--- config.mk ---
export PLATFORM = sky130hd
export DESIGN_NAME = mux2_bus_arbiter
export DESIGN_NICKNAME = d
export VERILOG_FILES = /design/src/rtl/mux_arb_pkg.sv /design/src/rtl/mux2_bus_arbiter_mux.sv /design/src/rtl/mux2_bus_arbiter.sv
export SDC_FILE = /design/constraint.sdc
export NUM_CORES = 1
export LEC_CHECK = 0
export BUFFER_PORTS_ARGS = -buffer_cell sky130_fd_sc_hd__buf_2
export CORE_MARGIN = 2
export CORE_UTILIZATION = 50
export DETAILED_ROUTE_END_ITERATION = 16
export HOLD_SLACK_MARGIN = 0.15
export PLACE_DENSITY = 0.83
export SKIP_LAST_GASP = 1
export SLEW_MARGIN = 20
export SYNTH_ARGS = -nofsm -noshare
export SYNTH_HDL_FRONTEND = slang
export SYNTH_HIERARCHICAL = 1
export SYNTH_SLANG_ARGS = --single-unit
--- constraint.sdc ---
create_clock -name CLK -period 4 [get_ports CLK]
set_input_delay 0.2 -clock CLK [delete_from_list [all_inputs] [get_ports CLK]]
set_output_delay 0.2 -clock CLK [all_outputs]
set_load 0.02 [all_outputs]
--- src/rtl/mux_arb_pkg.sv ---
// Shared constants for the 2:1 mux bus arbiter: state/select encodings,
// default widths and the round-robin pick helper.
package mux_arb_pkg;

   localparam logic ST_EMPTY = 1'b0;
   localparam logic ST_FULL  = 1'b1;

   localparam logic SEL_REQ0 = 1'b0;
   localparam logic SEL_REQ1 = 1'b1;

   localparam int DEF_DATA_WIDTH = 8;
   localparam int DEF_CNT_WIDTH  = 8;

   // Under contention, serve whoever was not served last.
   function automatic logic rr_pick(input logic last_served);
      return (last_served == SEL_REQ0) ? SEL_REQ1 : SEL_REQ0;
   endfunction

endpackage

--- src/rtl/mux2_bus_arbiter_mux.sv ---
// Shared 2:1 datapath mux used by the bus arbiter; S selects I1 when high.
module Mux_2x1_8bit
   import mux_arb_pkg::*;
#(
   parameter int WIDTH = DEF_DATA_WIDTH
) (
   input  logic [WIDTH-1:0] I0,
   input  logic [WIDTH-1:0] I1,
   input  logic             S,
   output logic [WIDTH-1:0] Y
);

   assign Y = (S == SEL_REQ1) ? I1 : I0;

endmodule

--- src/rtl/mux2_bus_arbiter.sv ---
// Two-requester arbiter over a shared 2:1 mux feeding a one-entry valid/ready
// output register. MUX_ARB_FIXED_PRIO_EN selects fixed priority (req0 wins).
module mux2_bus_arbiter
   import mux_arb_pkg::*;
#(
   parameter int DATA_WIDTH = DEF_DATA_WIDTH,
   parameter int CNT_WIDTH  = DEF_CNT_WIDTH
) (
   input  logic                  CLK,
   input  logic                  RESET,
   input  logic                  REQ0,
   input  logic [DATA_WIDTH-1:0] DATA0,
   output logic                  ACK0,
   input  logic                  REQ1,
   input  logic [DATA_WIDTH-1:0] DATA1,
   output logic                  ACK1,
   output logic                  SEL,
   output logic                  OUT_VALID,
   input  logic                  OUT_READY,
   output logic [DATA_WIDTH-1:0] OUT_DATA,
   output logic [CNT_WIDTH-1:0]  XFER_CNT
);

   localparam logic [CNT_WIDTH-1:0] CNT_ONE = {{(CNT_WIDTH-1){1'b0}}, 1'b1};

   logic                  r_state;
   logic                  r_ack0;
   logic                  r_ack1;
   logic [DATA_WIDTH-1:0] r_out_data;
   logic [CNT_WIDTH-1:0]  r_xfer_cnt;

   logic                  w_can_load;
   logic                  w_drain;
   logic                  w_elig0;
   logic                  w_elig1;
   logic                  w_grant;
   logic                  w_sel;
   logic [DATA_WIDTH-1:0] w_mux_y;

`ifndef MUX_ARB_FIXED_PRIO_EN
   logic                  r_last_served;
`endif

   assign w_drain    = (r_state == ST_FULL) && OUT_READY;
   assign w_can_load = (r_state == ST_EMPTY) || OUT_READY;
   // A requester acked this cycle still shows its old word on REQ/DATA.
   assign w_elig0    = REQ0 && !r_ack0;
   assign w_elig1    = REQ1 && !r_ack1;
   assign w_grant    = w_can_load && (w_elig0 || w_elig1);

   always_comb begin
      w_sel = SEL_REQ0;
      if (w_can_load) begin
         if (w_elig0 && w_elig1) begin
`ifdef MUX_ARB_FIXED_PRIO_EN
            w_sel = SEL_REQ0;
`else
            w_sel = rr_pick(r_last_served);
`endif
         end else if (w_elig1) begin
            w_sel = SEL_REQ1;
         end
      end
   end

   Mux_2x1_8bit #(.WIDTH(DATA_WIDTH)) u_mux (
      .I0 (DATA0),
      .I1 (DATA1),
      .S  (w_sel),
      .Y  (w_mux_y)
   );

   always_ff @(posedge CLK or posedge RESET) begin
      if (RESET) begin
         r_state    <= ST_EMPTY;
         r_out_data <= '0;
         r_ack0     <= 1'b0;
         r_ack1     <= 1'b0;
         r_xfer_cnt <= '0;
      end else begin
         r_ack0 <= w_grant && (w_sel == SEL_REQ0);
         r_ack1 <= w_grant && (w_sel == SEL_REQ1);
         if (w_grant) begin
            r_out_data <= w_mux_y;
            r_state    <= ST_FULL;
         end else if (w_drain) begin
            r_state    <= ST_EMPTY;
         end
         if (w_drain)
            r_xfer_cnt <= r_xfer_cnt + CNT_ONE;
      end
   end

`ifndef MUX_ARB_FIXED_PRIO_EN
   // Reset to requester 1 so requester 0 wins the first contention.
   always_ff @(posedge CLK or posedge RESET) begin
      if (RESET)
         r_last_served <= SEL_REQ1;
      else if (w_grant)
         r_last_served <= w_sel;
   end
`endif

   assign SEL       = w_sel;
   assign ACK0      = r_ack0;
   assign ACK1      = r_ack1;
   assign OUT_VALID = (r_state == ST_FULL);
   assign OUT_DATA  = r_out_data;
   assign XFER_CNT  = r_xfer_cnt;

endmodule

== Word level (Yosys, flattened, before mapping) ==
Index checks and enable logic that the tools add are counted.
Storage, ports and cells
  register bits: 20
  bits in latches: 0
  memory bits (writable): 0
  ROM bits: 0
  input bits: 21
  output and inout bits: 20
  logic and storage cells: 28
  memories kept: 0
Cells by class
  add/sub/neg operators: 1
  multipliers: 0
  divide/modulo/power cells: 0
  order comparisons: 0
  equal/unequal tests: 0
  shifts and indexed selects: 0
  mux-type cells: 7
  bitwise gates (word level): 2
  reductions and logical operators: 12
Operators with widths (count)
  8-bit by 1-bit adder with 8-bit output, second input constant: 1
  8-bit 2-to-1 mux: 1
  1-bit logical AND: 7
  1-bit 2-to-1 mux: 6
  1-bit zero test: 2
  1-bit logical OR: 2
  1-bit inverter: 2
  2-bit nonzero test: 1

== Longest topological paths before layout ==
  depth after elaboration: 7
  gate-level depth with buffers: 6
  mapped depth without buffers: 5

== Hierarchy ==
Netlist, hierarchy kept.
Modules (own cells, without submodules)
  mux2_bus_arbiter: instances 1, cells each 62, area each 849.6 sq um, seq. area each 501.7 sq um
  Mux_2x1_8bit: instances 1, cells each 9, area each 131.4 sq um, seq. area each 0.0 sq um

== Least setup slack after synthesis ==
No wires, ideal clock.
  path kind: flip-flop to flip-flop
  start point: reg r_ack1, in the netlist ACK1
  end point: reg r_out_data[7], in the netlist OUT_DATA[7]
  library setup time: 125 ps
  data arrival time: 1938 ps
  data required time: 3875 ps
  path slack: 1937 ps
  cell stages (with the launch flop): 7
  buffers on the path: 1
  period minus slack after synthesis: 2063 ps
  cells stage by stage: dfrtp_1 -> nor2b_4 -> nand2_1 -> a21oi_1 -> buf_6 -> mux2_4 -> mux2_4
Between the ends
  word-level cells in the longest chain between the ends: 6
  elaborated cells between the ends (all ways): 9
  those cells by class: mux: 4; reduce/logical: 5
Ends and longest elaborated chain
  start, declared: line mux2_bus_arbiter.sv:28  | logic r_ack1;
  start signal, assigned: line mux2_bus_arbiter.sv:82  | r_ack1 <= w_grant && (w_sel == SEL_REQ1);
  1-bit zero test (*): line mux2_bus_arbiter.sv:48  | assign w_elig1 = REQ1 && !r_ack1;
  1-bit logical AND (*): line mux2_bus_arbiter.sv:48
  1-bit 2-to-1 mux or 1-bit logical AND (tied branches): line mux2_bus_arbiter.sv:60, mux2_bus_arbiter.sv:54
  1-bit 2-to-1 mux (*): line mux2_bus_arbiter.sv:54  | if (w_elig0 && w_elig1) begin
  1-bit 2-to-1 mux (*): line mux2_bus_arbiter.sv:53  | if (w_can_load) begin
  named net SEL: line mux2_bus_arbiter.sv:17  | output logic SEL,
  8-bit 2-to-1 mux (*): line mux2_bus_arbiter_mux.sv:13  | assign Y = (S == SEL_REQ1) ? I1 : I0;
  named net w_mux_y[7]: line mux2_bus_arbiter.sv:38  | logic [DATA_WIDTH-1:0] w_mux_y;
  end signal, assigned: line mux2_bus_arbiter.sv:84  | r_out_data <= w_mux_y;
  end, declared: line mux2_bus_arbiter.sv:29  | logic [DATA_WIDTH-1:0] r_out_data;
Mark *: on every way through the listed nets, which the timed path passes. The rest lies on a longest branch.
A chain may end at the register's enable or synchronous reset.

== Worst setup path in the final report ==
  start point: reg r_state, in the netlist OUT_VALID
  end point: out SEL
Between the ends
  word-level cells in the longest chain between the ends: 3
Ends and longest elaborated chain
  start, declared: line mux2_bus_arbiter.sv:26  | logic r_state;
  start signal, assigned: line mux2_bus_arbiter.sv:75  | r_state <= ST_EMPTY;
  start signal, assigned: line mux2_bus_arbiter.sv:85  | r_state <= ST_FULL;
  start signal, assigned: line mux2_bus_arbiter.sv:87  | r_state <= ST_EMPTY;
  1-bit inverter: line mux2_bus_arbiter.sv:45  | assign w_can_load = (r_state == ST_EMPTY) || OUT_READY;
  1-bit logical OR: line mux2_bus_arbiter.sv:45
  1-bit 2-to-1 mux: line mux2_bus_arbiter.sv:53
  end, declared: line mux2_bus_arbiter.sv:17
No other way between the ends.

==> metrics.md <==
| Metric | Value |
|---|---|
| Synth Warn # | `6` |
| Logic gate share of total power | `39.1%` |
| Clock power share | `16.2%` |
| Wl on met1 | `784 um` |
| Cell Pwr Density | `570 nW/um^2` |
| Post-synth top area share | `48.5%` |
| Core box area | `1900 sq um` |
| CP startpoint kind | `register` |
| Reg2Reg Depth | `5` |
| Dpl ws | `1.70 ns` |
| Initial antenna violation count | `0` |
| Multiplexer share of the synthesized area | `23.0%` |
| Simple-gate share of the synthesized area | `12.8%` |
| Top cells by area, synth | `dfrtp_1 (48%), mux2_4 (14%), mux2_2 (9.2%)` |
| Initial Util | `51.6%` |
| Post-synth ARST share | `100%` |
| Die Width | `48.3 um` |
| Final #Nets | `138` |
| Buffers on Ports | `40` |
| Layout cells sized above 1 | `60.9%` |
| Clock skew | `0.00713 ns` |
| Post-place instance area | `1200 sq um` |
| Routability congestion estimate | `0.734` |
| Vias | `685` |
| Critical Path RT | `3.80 ns` |
| Final Hold Fails | `0` |
| Crit path DAT | `1.84 ns` |
| P_sw | `268 uW` |
| GR Overflow Total | `0` |
| Peak supply drop | `0.310 mV` |
| Max_cap viols | `0` |
| RSZ-0062 raised after global routing | `no` |
| Diodes inserted | `0` |
| Worst hold margin | `0.221 ns` |
| Status | `finished clean` |
| Metal3 WL | `103 um` |
| Post-detail-place hpwl | `1480 um` |
| Die Span Y | `48.3 um` |
| Critical Path Sink Type | `primary output` |
| Setup Total Neg Slack | `0 ns` |
| Max layer used | `met4` |
| Sink Count | `20` |
| GRT Resource Usage Total | `17.9%` |
| Net Sw Frac | `37.5%` |
| PostCTS Resize Cnt | `0` |
| Routed WL | `1900 um` |
| CTS Buf Count | `3` |
| Sequential fraction of the synthesis area | `51.1%` |
| Slew headroom | `50.3%` |
| Gate Count Post-Synth | `71` |
| Setup Viol. Count Final | `0` |
| Vias per cell | `4.82` |
| Layout area overhead | `27.8%` |
| Crit Path Max Fanout | `9` |
| Netlist cell types | `19` |
| Post-route ant nets | `0` |
| Sequential share of power | `44.7%` |
| Synth Register Bits | `20` |
| Synth area leader | `dfrtp_1` |
| Clk root buf | `clkbuf_4` |
| Number of global-route vias before repair | `635` |
| Met2 WL post-DR | `985 um` |
| CTS tree | `done` |
| Post-synth net total | `93` |
| H-tree depth | `1` |
| Slack of the critical path | `1.96 ns` |
| Synth Area per Inst | `13.8 sq um` |
| Global-route wire length before repair | `2750 um` |
| Total setup buffers inserted after CTS | `0` |
| Hold Path Depth | `3` |
| Die area | `2330 sq um` |
| Largest family of logic cells by synthesized area | `multiplexers` |
| Design area | `1250 sq um` |
| Final max-slew violation count | `0` |
| Synth Area in Compound Gates | `3.70%` |
| Core Rows | `16` |
| Post-synth EDFFs | `0` |
| Synth Area in XOR/XNOR | `6.25%` |
| Post-layout min period | `2.04 ns` |
| DRC | `0` |
| Critical path type | `reg2out` |
| Primary FF master, synth | `dfrtp_1` |
| Synth Cell Area | `981 sq um` |
| Largest net degree at the start of global routing | `21` |
| Final core utilization | `65.9%` |
| Worst-Margin Slew | `0.745 ns` |
| Iter 0 DRT Violations | `7` |
| Leak Pwr | `0.636 nW` |
| Clock Latency Late Sink | `0.30 ns` |
| Initial DRT Pass Iterations | `4` |
| Peak Freq | `491 MHz` |
| DR WL/cell | `13.4 um` |
| Post-synthesis adder-cell area fraction | `1.28%` |
| Hold Path Class | `in2reg` |
| Clk slew on worst S/H paths | `0.11 ns` |
| Clock Tree Buf Depth | `2` |
| Fin crit share | `50.9%` |
| Io pins | `41` |
| Int Pwr | `447 uW` |
==> synth_stat cells, types with 2 or more instances <==
master	n
and3_2	2
dfrtp_1	19
nand4_1	3
nand3_1	2
inv_1	2
a21oi_1	4
xnor2_1	7
nand2_1	5
nor2b_4	2
mux2_2	8
mux2_4	9
==> cell usage in the layout, fill, tap and decap left out <==
master,Yosys,layout
and3_2,2,2
ha_1,1,1
buf_2,0,40
nand3_1,2,2
nand2b_4,1,1
nand2_1,5,5
and3_1,1,1
xnor2_1,7,7
mux2_2,8,8
dfrtp_1,19,19
dfstp_2,1,1
mux2_4,9,9
inv_1,2,2
and4_4,1,1
a21oi_1,4,3
nor2b_4,2,2
clkbuf_8,0,1
nand4_1,3,3
clkbuf_4,0,3
a21oi_2,0,1
o21ai_4,1,1
dlygate4sd3_1,0,1
nor2_1,1,1
==> path summary, 6_finish.rpt <==
check | start | end | slack, ns
setup / recovery | OUT_VALID | SEL | 1.96
setup reg to reg | OUT_VALID | OUT_DATA[4] | 2.02
hold / removal | OUT_READY | XFER_CNT[2] | 0.22
hold reg to reg | XFER_CNT[7] | XFER_CNT[7] | 0.49
min in group asynchronous | RESET | OUT_DATA[1] | 0.56
max in group asynchronous | RESET | OUT_DATA[2] | 2.97
==> metrics by stage <==
stage / std cells / power (mW)
after global routing: 142 / 0.763
after CTS: 142 / 0.721
final: 142 / 0.715
after global placement: 137 / 0.591
after floorplan: 71 / 0.510
after detailed placement: 137 / 0.602
==> routing by layer <==
layer | up-vias | global-route usage [%]
met5 | - | 0
met4 | 0 | 9.73
met3 | 4 | 3.70
met2 | 26 | 32.1
met1 | 320 | 19.6
li1 | 335 | -
==> timing repair <==
item,CTS,global route
endpoints found under the setup margin,0,0
hold endpoints to repair,19,0
hold buffers,1,0
==> critical path: stages (launching register included) <==
cell      delay (ns)
dfrtp_1         0.47
nand2b_4        0.14
nand2_1         0.11
a21oi_2         0.53
buf_2           0.29
==> cells by family (layout without fill, tap and decap cells) <==
| kind of cell | Yosys count | in the layout |
|---|---|---|
| AOI/OAI and AO/OA | 5 | 5 |
| muxes | 17 | 17 |
| and+or+nand+nor | 18 | 18 |
| DFF | 20 | 20 |
| buffers and inverters | 3 | 47 |
| adders and majority gates | 1 | 1 |
| xor gates and xnor gates | 7 | 7 |
==> layout make-up <==
cell class / count / area [sq um]
tap: 27 / 33.8
timing repair buffer: 41 / 210
clock buffer: 4 / 36.3
multi-input combinational: 48 / 464
inverter: 2 / 7.51
fill: 140 / 648
sequential: 20 / 502
==> power by group through the flow <==
stage / Combinational, mW / Sequential (mW) / Clock, mW
6_report: 0.279 / 0.320 / 0.116
5_1_grt: 0.303 / 0.329 / 0.132
4_1_cts: 0.282 / 0.319 / 0.120
3_5_place_dp: 0.280 / 0.323 / 0
3_3_place_gp: 0.272 / 0.319 / 0
2_1_floorplan: 0.124 / 0.386 / 0
==> sequential cells by signal, summed over array words and instances (netlist names) <==
name,cells
OUT_DATA,8
OUT_VALID,1
XFER_CNT,8
ACK1,1
r_last_served,1
ACK0,1
(Power assumes the default switching activity.)
